===== src/rtl/div_8_if.sv =====
// div_8_if: request/result bundle for the 8-bit sequential divider.
interface div_8_if;
    logic       start;
    logic [7:0] dividend;
    logic [7:0] divisor;
    logic       busy;
    logic       done;
    logic [7:0] quotient;
    logic [7:0] remainder;
    logic       div_by_zero;
    modport master (
        output start, dividend, divisor,
        input  busy, done, quotient, remainder, div_by_zero
    );
    modport slave (
        input  start, dividend, divisor,
        output busy, done, quotient, remainder, div_by_zero
    );
endinterface


===== src/rtl/div_8.sv =====
// div_8: 8-bit unsigned restoring divider, one quotient bit per clock.
module div_8 (
    input logic     clk,
    input logic     rst,
    div_8_if.slave  bus
);
    typedef enum logic [1:0] {IDLE, RUN, DONE} state_t;
    state_t     state_q;
    logic [7:0] p_q, p_d, q_q, q_d, dvsr_q, quot_q, rem_q;
    logic [2:0] cnt_q;
    logic       busy_q, done_q, dbz_q, no_borrow;
    logic [8:0] s;
    // P < divisor always holds, so the trial difference fits in 8 bits
    always_comb begin
        s         = {p_q, q_q[7]};
        no_borrow = s >= {1'b0, dvsr_q};
        p_d       = no_borrow ? s[7:0] - dvsr_q : s[7:0];
        q_d       = {q_q[6:0], no_borrow};
    end
    always_ff @(posedge clk) begin
        if (rst) begin
            state_q <= IDLE;
            p_q     <= '0;
            q_q     <= '0;
            dvsr_q  <= '0;
            cnt_q   <= '0;
            quot_q  <= '0;
            rem_q   <= '0;
            dbz_q   <= 1'b0;
            busy_q  <= 1'b0;
            done_q  <= 1'b0;
        end else begin
            case (state_q)
                IDLE: begin
                    done_q <= 1'b0;
                    if (bus.start && bus.divisor != 8'd0) begin
                        dvsr_q  <= bus.divisor;
                        p_q     <= '0;
                        q_q     <= bus.dividend;
                        cnt_q   <= '0;
                        busy_q  <= 1'b1;
                        state_q <= RUN;
                    end else if (bus.start) begin
                        quot_q  <= 8'hFF;
                        rem_q   <= bus.dividend;
                        dbz_q   <= 1'b1;
                        done_q  <= 1'b1;
                        state_q <= DONE;
                    end
                end
                RUN: begin
                    p_q   <= p_d;
                    q_q   <= q_d;
                    cnt_q <= cnt_q + 3'd1;
                    if (cnt_q == 3'd7) begin
                        quot_q  <= q_d;
                        rem_q   <= p_d;
                        dbz_q   <= 1'b0;
                        busy_q  <= 1'b0;
                        done_q  <= 1'b1;
                        state_q <= DONE;
                    end
                end
                DONE: begin
                    done_q  <= 1'b0;
                    state_q <= IDLE;
                end
                default: state_q <= IDLE;
            endcase
        end
    end
    assign bus.busy        = busy_q;
    assign bus.done        = done_q;
    assign bus.quotient    = quot_q;
    assign bus.remainder   = rem_q;
    assign bus.div_by_zero = dbz_q;
endmodule


===== src/flat_wrapper.sv =====
// flat-port wrapper written by rule: the top's interface ports become plain ports
module div_8_flat 
  (clk, rst, bus_start, bus_dividend, bus_divisor, bus_busy, bus_done, bus_quotient, bus_remainder, bus_div_by_zero);
  div_8_if bus_i ();
  input logic clk;
  input logic rst;
  input wire logic [$bits(bus_i.start)-1:0] bus_start;
  input wire logic [$bits(bus_i.dividend)-1:0] bus_dividend;
  input wire logic [$bits(bus_i.divisor)-1:0] bus_divisor;
  output wire logic [$bits(bus_i.busy)-1:0] bus_busy;
  output wire logic [$bits(bus_i.done)-1:0] bus_done;
  output wire logic [$bits(bus_i.quotient)-1:0] bus_quotient;
  output wire logic [$bits(bus_i.remainder)-1:0] bus_remainder;
  output wire logic [$bits(bus_i.div_by_zero)-1:0] bus_div_by_zero;
  assign bus_i.start = bus_start;
  assign bus_i.dividend = bus_dividend;
  assign bus_i.divisor = bus_divisor;
  assign bus_busy = bus_i.busy;
  assign bus_done = bus_i.done;
  assign bus_quotient = bus_i.quotient;
  assign bus_remainder = bus_i.remainder;
  assign bus_div_by_zero = bus_i.div_by_zero;
  div_8 u_core (.clk(clk), .rst(rst), .bus(bus_i));
endmodule

===== config.mk =====
export PLATFORM = sky130hd
export DESIGN_NAME = div_8_flat
export DESIGN_NICKNAME = d
export VERILOG_FILES = /design/src/rtl/div_8_if.sv /design/src/rtl/div_8.sv /design/src/flat_wrapper.sv
export SDC_FILE = /design/constraint.sdc
export NUM_CORES = 1
export LEC_CHECK = 0
export CAP_MARGIN = 20
export CORE_ASPECT_RATIO = 2
export CORE_UTILIZATION = 35
export CTS_BUF_LIST = sky130_fd_sc_hd__clkbuf_2 sky130_fd_sc_hd__clkbuf_4 sky130_fd_sc_hd__clkbuf_8
export CTS_CLUSTER_SIZE = 16
export DETAILED_ROUTE_END_ITERATION = 10
export PLACE_DENSITY = 0.62
export SLEW_MARGIN = 20
export SYNTH_ARGS = -nofsm -noshare
export SYNTH_HDL_FRONTEND = slang
export SYNTH_SLANG_ARGS = --single-unit

===== constraint.sdc =====
create_clock -name clk -period 2.3 [get_ports clk]
set_input_delay 0.46 -clock clk [delete_from_list [all_inputs] [get_ports clk]]
set_output_delay 0.46 -clock clk [all_outputs]
set_load 0.05 [all_outputs]

# After elaboration in Yosys (flattened, before gate mapping)
# Index checks and enable logic that the tools add are counted.
totals:
  output_inout_bits: 19
  reg_bits: 48
  inputBits: 19
classes:
  n_eq_ne: 8
  reduce_logical: 11
  order_cmp: 1
  addsub: 2
  n_mux: 29
ops:
  columns: ["op", "count"]
  rows:
  - ["8-bit two-way mux", 9]
  - ["8-bit one-hot mux with 2 select lines", 4]
  - ["9-bit by 8-bit >= comparator with 1-bit output", 1]
  - ["2-bit AND reduction", 4]
  - ["8-bit nonzero test", 1]
  - ["8-bit subtractor", 1]
  - ["1-bit two-way mux", 7]
  - ["2-bit two-way mux", 3]
  - ["3-bit one-hot mux with 2 select lines", 1]
  - ["2-bit by 1-bit inequality test with 1-bit output (second input constant)", 2]
  - ["2-bit inequality test (second input constant)", 2]
  - ["1-bit one-hot mux with 2 select lines", 2]
  - ["2-bit one-hot mux with 2 select lines", 1]
  - ["4-bit AND reduction", 1]
  - ["3-bit by 1-bit adder with 3-bit output (second input constant)", 1]
  - ["3-bit == test (second input constant)", 1]
  - ["3-bit two-way mux", 1]
  - ["3-bit by 2-bit inequality test with 1-bit output (second input constant)", 1]
  - ["1-bit one-hot mux with 3 select lines", 1]
  - ["3-bit AND reduction", 1]
  - ["3-bit nonzero test", 1]
  - ["2-bit by 1-bit == test with 1-bit output (second input constant)", 1]
  - ["2-bit == test (second input constant)", 1]
  - ["2-bit zero test", 1]
  - ["other kinds (2)", 2]

# Longest topological paths before layout
# Gate-level depths: netlist of the first run.
depth:
  word_depth: 4
  depth_mapped: 10
  depth_no_buf: 9

# Worst setup path before layout of the first run
# OpenSTA, ideal clock, no wires.
synth_path:
  kind: "input-to-reg"
  start: "input bus_divisor[3]"
  end: "register u_core.rem_q[3], in the netlist u_core.bus.remainder[3]"
  t_arrival_ps: 2089
  path_slack_ps: 79
  required_time_ps: 2168
  cell_stages: 6
  path_cell_list: "or4_4 or4_4 a21o_1 buf_6 a31oi_1 o41ai_2"
synth_via:
  elab_chain_cells: 4
synth_lines:
  columns: ["item", "line", "text"]
  rows:
  - ["from (decl)", "flat_wrapper.sv:9", "input wire logic [$bits(bus_i.divisor)-1:0] bus_divisor;"]
  - ["8-bit nonzero test", "div_8.sv:36", "if (bus.start && bus.divisor != 8'd0) begin"]
  - ["1-bit logical AND", "div_8.sv:36", null]
  - ["2-bit inequality test (no source line)", null, null]
  - ["4-bit AND reduction (no source line)", null, null]
  - ["to (signal assigned)", "div_8.sv:45", "rem_q <= bus.dividend;"]
  - ["to (signal assigned)", "div_8.sv:57", "rem_q <= p_d;"]
  - ["to (decl)", "div_8.sv:9", "logic [7:0] p_q, p_d, q_q, q_d, dvsr_q, quot_q, rem_q;"]
# No other way between the ends.
# A chain may end at the register's enable or synchronous reset.

# Worst setup path after layout of the first run
layout_path:
  start: "input bus_divisor[1]"
  end: "register u_core.rem_q[4], in the netlist u_core.bus.remainder[4]"
# Same word-level chain as after synthesis.

==> reports/qor.csv, run 1 <==
stage,metric,value,unit
cts,Root Driver,clkbuf_8,
critical_path,kind of critical path,primary input to flip-flop,
yosys,Post-Synth Adder-Cell Area,7.26,%
yosys,#FFs+latches synth,48,
yosys,XOR/XNOR Fraction of Synth Area,1.39,%
sta,clk_skew,0.00910,ns
worst_hold_path,HP Class,flip-flop to flip-flop,
critical_path,r2r setup slk,0.11,ns
cells_and_area,share of cells above drive strength 1,15.7,%
worst_hold_path,hold depth,2,
critical_path,r2r endpoint,u_core.p_q[2]$_SDFFE_PP0P_,
detailed_routing,# DRC,0,
grt,global route total overflow,0,
sta,Slew HR,52.7,%
sta,Max Clk Rate,0.444,GHz
cts,Clock Tree Buf Depth,2,
detailed_routing,Iter 0 DRT Violations,126,
cells_and_area,"Design Area, Final",3300,sq um
critical_path,Top delay family on crit path,simple AND/OR/NAND/NOR gates,
yosys,post-synthesis average cell area,8.50,sq um
detailed_routing,via count,2332,
grt,initial antenna violation count,0,
placement,dpl cells,438,
critical_path,"most used cell, CP",or4_4,
job,Max-Cap Viols,0,
yosys,Cells after Synth,296,
cts,clock sinks,48,
yosys,commonest register cell after synthesis,dfxtp_1,
yosys,Yosys Warn Count,0,
yosys,Post-synth ARST share,0,%
yosys,post-synthesis mux area share,6.02,%
power_and_ir_drop,PwrDens,714,nW/um^2
critical_path,Worst setup EP type,flip-flop,
worst_hold_path,WHS Endpoint,u_core.bus.remainder[2]$_SDFFE_PP0P_,
yosys,Synth top area share,38.2,%
sta,pins over their slew limit,0,
yosys,Simple-Gate Fraction of Synth Area,17.9,%
floorplanning,Die Y,122,microns
yosys,sequential share of the synthesized area,38.2,%
critical_path,Worst EP required,2.55,ns
critical_path,"critical path, cell by cell",dlygate4sd2_1 > or4_4 > or4_4 > a21oi_4 > buf_6 > o21ai_1 > a21o_1 > a21oi_1,
yosys,post-synthesis net count,329,
grt,gr usage total,19.2,%
critical_path,Worst Path Buf+Inv,2,
yosys,largest family of logic cells by synthesized area,compound AO/OA/AOI/OAI gates,
floorplanning,row count,43,
floorplanning,initial core utilization,36.2,%
critical_path,"Max stage delay cell, worst path",or4_4,
detailed_routing,mean number of vias per cell,5.22,
cells_and_area,Layout Cells excl Fill,447,
power_and_ir_drop,"IR drop worst, VDD",0.285,mV
grt,largest net degree at the start of global routing,27,
cells_and_area,utilization after layout,47.5,%
grt,number of global-route vias before repair,2284,
outcome,status,finished clean,
floorplanning,core footprint,6940,sq um
critical_path,reg2reg start,u_core.dvsr_q[4]$_SDFFE_PP0N_,
detailed_routing,total wire length,6630,microns
cts,Clock transition at path regs,0.09,ns
critical_path,Worst path max stage delay,0.59,ns
cts,CTS tree,done,
placement,I/O Buffers,37,
sta,setup_tns,0,ns
placement,RePlAce Congestion,0.871,
detailed_routing,per-cell routed wire length,14.8,microns
yosys,synth unique cells,45,
critical_path,reg2reg path depth,9,
power_and_ir_drop,static leakage,0.00132,uW
sta,final setup vio count,0,
sta,crit path time final,2.25,ns
cells_and_area,number of diodes,0,
critical_path,Startpoint Class,primary input,
detailed_routing,DR pass1 iterations,5,
sta,final period utilization,97.9,%
floorplanning,IO Pins,38,
placement,DP HPWL,5240,microns
placement,placed cell areas,3170,sq um
detailed_routing,ANT nets after route,0,
yosys,Compound-Gate Fraction of Synth Area,23.4,%
cts,CTS buffer count,5,
sta,Final Hold Viols,0,
yosys,Post-synth EDFFs,0,
worst_hold_path,Hold Path Origin,u_core.bus.remainder[2]$_SDFFE_PP0P_,
yosys,synthesized area,2510,sq um
cts,htree depth,2,
floorplanning,die width,61.9,microns
yosys,"area leader, netlist",dfxtp_1,
cells_and_area,Layout area overhead,31.2,%
cells_and_area,Fill cells,708,
floorplanning,total die area,7550,sq um
grt,first-pass GRT wire length,10500,microns
cts,Clock Latency Late Sink,0.31,ns
sta,RSZ-0062 raised after global routing,no,
yosys,synth top area cells,"dfxtp_1 38%, nor2_1 7.2%, ha_1 6.5%",
critical_path,crit-path max FO,6,
power_and_ir_drop,Final Power,2350,uW
critical_path,"Arr. time, crit path",2.50,ns
sta,Worst-Margin Slew,0.710,ns
cells_and_area,nets,389,
stage by stage:
| stage | hold slack (ns) | worst slack (ns) |
|---|---|---|
| 2_1_floorplan | 0.436 | 0.0788 |
| 3_3_place_gp | 0.442 | -0.386 |
| 3_5_place_dp | 0.456 | -0.443 |
| 4_1_cts | 0.469 | 0.0392 |
| 5_1_grt | 0.486 | 0.00123 |
| 6_report | 0.464 | 0.0487 |
cell families after synthesis:
kind of cell,count (synthesis)
AO/OA/AOI/OAI,82
multiplexers,15
AND/OR/NAND/NOR,98
buffers and inverters,35
XOR/XNOR,4
adder cells (fa/ha/maj),14
flip-flops,48
tightest hold or removal path, delay by kind of cell (launching register included):
kind,cells,cell delay (ns)
AND/OR/NAND/NOR,1,0.05
AO/OA/AOI/OAI,1,0.05
flip-flops,1,0.32
state kept, by name, indices dropped and copies added, names as in the netlist:
name and cells:
u_core.dvsr_q 8, u_core.bus.remainder 8, u_core.bus.div_by_zero 1, u_core.state_q 2, u_core.bus.quotient 8, u_core.bus.busy 1
u_core.p_q 8, u_core.cnt_q 3, u_core.q_q 8, u_core.bus.done 1
power by group:
group,internal [uW],total [uW],switching (uW)
Combinational,370,870,501
Sequential,903,951,48.1
Clock,240,533,292
Total,1510,2350,841
worst max-delay path by stage:
stage | start | to | slack [ns] | depth (start not counted)
after floorplan | bus_divisor[3] | u_core.bus.remainder[3]$_SDFFE_PP0P_ | 0.08 | 6
after global placement | bus_divisor[3] | u_core.bus.remainder[4]$_SDFFE_PP0P_ | -0.39 | 8
after detailed placement | bus_divisor[3] | u_core.bus.remainder[7]$_SDFFE_PP0P_ | -0.44 | 7
after CTS | bus_divisor[2] | u_core.bus.remainder[5]$_SDFFE_PP0P_ | 0.04 | 7
after global routing | u_core.dvsr_q[4]$_SDFFE_PP0N_ | u_core.p_q[2]$_SDFFE_PP0P_ | 0.001 | 9
final | bus_divisor[1] | u_core.bus.remainder[4]$_SDFFE_PP0P_ | 0.05 | 8
synthesized netlist by cell type (3+ instances only):
cell type and n:
a211oi_1 9, or3_1 3, a21oi_1 29, nor2_1 48
ha_1 13, nand2b_1 5, buf_2 3, clkbuf_1 12
mux2i_1 14, xnor2_1 4, a22oi_1 5, nand2_1 17
o21ai_1 4, a21o_1 5, nor3_1 7, dfxtp_1 48
o221a_1 7, o21ai_0 5, nand3_1 7, inv_1 17
area by class of cell:
type | instances | area [sq um] | share of cell area [%]
multi-input cells | 213 | 1430 | 43.3
flip-flops and latches | 48 | 961 | 29.1
repair buffers | 70 | 636 | 19.3
well taps | 90 | 113 | 3.41
clock buffers | 6 | 82.6 | 2.50
inverters | 18 | 67.6 | 2.05
clock inverters | 2 | 10.0 | 0.303
what timing repair did:
item | in CTS | in global routing
setup endpoints to repair | 13 | 3
endpoints found under the hold margin | 0 | 0
buffers inserted | 0 | 1
hold buffers | 0 | 0
pin swaps | 3 | 4
gates resized for setup | 12 | 3
routing by layer:
metal / vias to the layer above / wire length, microns / share of wire [%] / GRT usage, %
li1: 1169 / - / - / -
met1: 1099 / 2450 / 37 / 18.0
met2: 44 / 3730 / 56 / 35.7
met3: 20 / 138 / 2.1 / 3.18
met4: 0 / 321 / 4.8 / 11.5
met5: - / 0 / 0 / 0
layout by cell type, fill, tap and decap left out, drive strengths merged, types with 11 or more instances in the layout:
cell type      instances
buf                   33
nor2                  48
nand2                 18
inv                   18
mux2i                 14
a21oi                 30
clkdlybuf4s50         29
dfxtp                 48
ha                    13
a211oi                11
(Power assumes the default switching activity.)
==> inputs of run 2 (changes only) <==
- CORE_MARGIN: unset -> 1.5
==> run 2 against run 1 <==
Against the previous run: first-iteration DRC count shrank 11%; critical endpoint is now u_core.bus.remainder[7]$_SDFFE_PP0P_; register-to-register slack gained 0.06 ns; combinational power is 4.5% higher.
==> reports/qor.csv, run 2 (synthesized netlist as in run 1, its figures left out) <==
stage,metric,value,unit,change
critical_path,Startpoint Class,primary input,,unchanged
power_and_ir_drop,Final Power,2360,uW,was 2350 uW
grt,met3 Usage GRT,3.02,%,was 3.18%
placement,DP HPWL,5270,microns,was 5240 microns
job,Max-Cap Viols,0,,unchanged
sta,final period utilization,97.0,%,was 97.9%
cells_and_area,"Design Area, Final",3360,sq um,was 3300 sq um
cells_and_area,share of cells above drive strength 1,18.5,%,was 15.7%
detailed_routing,# DRC,0,,unchanged
sta,crit path time final,2.23,ns,was 2.25 ns
cells_and_area,nets,395,,was 389
floorplanning,core footprint,6940,sq um,unchanged
sta,final setup vio count,0,,unchanged
floorplanning,IO Pins,38,,unchanged
cts,CTS buffer count,5,,unchanged
critical_path,crit-path max FO,9,,was 6
floorplanning,total die area,7730,sq um,was 7550 sq um
sta,Final Hold Viols,0,,unchanged
detailed_routing,mean number of vias per cell,5.16,,was 5.22
outcome,status,finished clean,,unchanged
sta,pins over their slew limit,0,,unchanged
detailed_routing,total wire length,6840,microns,was 6630 microns
worst_hold_path,hold depth,2,,unchanged
cells_and_area,most frequent cells in the layout,"48 x nor2_1, 48 x dfxtp_1, 37 x buf_4, 29 x clkdlybuf4s50_1, 28 x a21oi_1",,"was 48 x nor2_1, 48 x dfxtp_1, 30 x buf_4, 29 x a21oi_1, 29 x clkdlybuf4s50_1"
grt,gr usage total,18.6,%,was 19.2%
critical_path,Worst EP required,2.49,ns,was 2.55 ns
grt,layer with the highest usage,met2,,unchanged
detailed_routing,via count,2332,,unchanged
grt,largest net degree at the start of global routing,30,,was 27
cts,Clock transition at path regs,0.08,ns,was 0.09 ns
sta,Worst Hold Slack,0.465,ns,was 0.464 ns
cts,Clock Tree Buf Depth,2,,unchanged
sta,Slew HR,50.2,%,was 52.7%
grt,first-pass GRT wire length,10900,microns,"was 10,500 microns"
floorplanning,initial core utilization,36.2,%,unchanged
placement,RePlAce Congestion,0.798,,was 0.871
cts,clock sinks,48,,unchanged
floorplanning,Die Y,123,microns,was 122 microns
worst_hold_path,Hold Path Origin,u_core.cnt_q[2]$_SDFFE_PP0P_,,was u_core.bus.remainder[2]$_SDFFE_PP0P_
detailed_routing,ANT nets after route,0,,unchanged
cts,Clock Latency Late Sink,0.30,ns,was 0.31 ns
floorplanning,die width,62.9,microns,was 61.9 microns
critical_path,reg2reg path depth,9,,unchanged
grt,global route total overflow,0,,unchanged
grt,GR Util met2,36.2,%,was 35.7%
critical_path,reg2reg start,u_core.dvsr_q[6]$_SDFFE_PP0N_,,was u_core.dvsr_q[4]$_SDFFE_PP0N_
worst_hold_path,HP Class,flip-flop to flip-flop,,unchanged
power_and_ir_drop,"IR drop worst, VDD",0.294,mV,was 0.285 mV
grt,number of global-route vias before repair,2270,,"was 2,284"
critical_path,kind of critical path,primary input to flip-flop,,unchanged
critical_path,"Arr. time, crit path",2.42,ns,was 2.50 ns
critical_path,Worst setup EP type,flip-flop,,unchanged
cells_and_area,Layout area overhead,33.4,%,was 31.2%
critical_path,r2r setup slk,0.17,ns,was 0.11 ns
power_and_ir_drop,PwrDens,702,nW/um^2,was 714 nW/um^2
power_and_ir_drop,static leakage,0.00134,uW,was 0.00132 uW
detailed_routing,DR pass1 iterations,4,,was 5
cts,htree depth,2,,unchanged
cts,Root Driver,clkbuf_8,,unchanged
sta,Max Clk Rate,0.448,GHz,was 0.444 GHz
grt,initial antenna violation count,0,,unchanged
sta,clk_skew,0.00718,ns,was 0.00910 ns
placement,I/O Buffers,37,,unchanged
cts,CTS tree,done,,unchanged
detailed_routing,per-cell routed wire length,15.1,microns,was 14.8 microns
sta,Worst-Margin Slew,0.747,ns,was 0.710 ns
floorplanning,row count,43,,unchanged
cells_and_area,Fill cells,688,,was 708
worst_hold_path,WHS Endpoint,u_core.cnt_q[2]$_SDFFE_PP0P_,,was u_core.bus.remainder[2]$_SDFFE_PP0P_
cells_and_area,number of diodes,0,,unchanged
grt,M1 GR Usage,17.4,%,was 18.0%
detailed_routing,Iter 0 DRT Violations,112,,was 126
placement,placed cell areas,3190,sq um,was 3170 sq um
critical_path,r2r endpoint,u_core.bus.remainder[5]$_SDFFE_PP0P_,,was u_core.p_q[2]$_SDFFE_PP0P_
==> run 2: stage by stage <==
step | util, % | setup TNS, ns | setup WS (ns) | instances
detailed placement | 45.9 | -8.63 | -0.475 | 440
global route | 48.4 | -0.0232 | -0.0232 | 452
floorplan | - | 0 | 0.0788 | 296
global placement | 45.9 | -7.45 | -0.410 | 440
finish | 48.4 | 0 | 0.0697 | 452
CTS | 47.4 | 0 | 0.00503 | 449
==> run 2: how the worst max path moves through the flow <==
stage	start	to	cells after the start	slack [ns]
6_report	bus_divisor[5]	u_core.bus.remainder[7]$_SDFFE_PP0P_	7	0.07
5_1_grt	u_core.dvsr_q[5]$_SDFFE_PP0N_	u_core.bus.remainder[5]$_SDFFE_PP0P_	9	-0.02
4_1_cts	bus_divisor[2]	u_core.bus.remainder[4]$_SDFFE_PP0P_	8	0.005
3_5_place_dp	bus_divisor[3]	u_core.bus.remainder[4]$_SDFFE_PP0P_	8	-0.48
3_3_place_gp	bus_divisor[3]	u_core.bus.remainder[4]$_SDFFE_PP0P_	8	-0.41
2_1_floorplan	bus_divisor[3]	u_core.bus.remainder[3]$_SDFFE_PP0P_	6	0.08
==> run 2: repair_timing <==
action	in CTS	in global routing
gates cloned	0	0
pin swaps	5	7
gates resized for setup	10	10
hold endpoints to repair	0	0
buffers inserted	2	3
endpoints found under the setup margin	15	13
hold buffers	0	0
==> run 2: cell type report <==
class | instances | area [sq um] | share of cell area, %
multi-input cells | 213 | 1460 | 43.4
flip-flops and latches | 48 | 961 | 28.6
repair buffers | 76 | 678 | 20.2
well taps | 90 | 113 | 3.36
clock buffers | 6 | 76.3 | 2.27
inverters | 18 | 67.6 | 2.01
clock inverters | 1 | 5.00 | 0.149
==> run 2: per-layer routing <==
metal	share of wire, %	vias to the layer above
li1	-	1182
met1	35	1086
met2	58	52
met3	3.4	12
met4	3.5	0
met5	0	-
==> run 2: critical path, cell delays in order <==
cell and delay (ns):
dlygate4sd2_1 0.24, or4_4 0.54, buf_4 0.15, or3_1 0.36, a21o_1 0.32, a211oi_1 0.27
nor4_1 0.07
==> run 2: power breakdown <==
part,internal (uW),switching [uW]
clock network,219,277
registers,903,47.7
logic,399,510
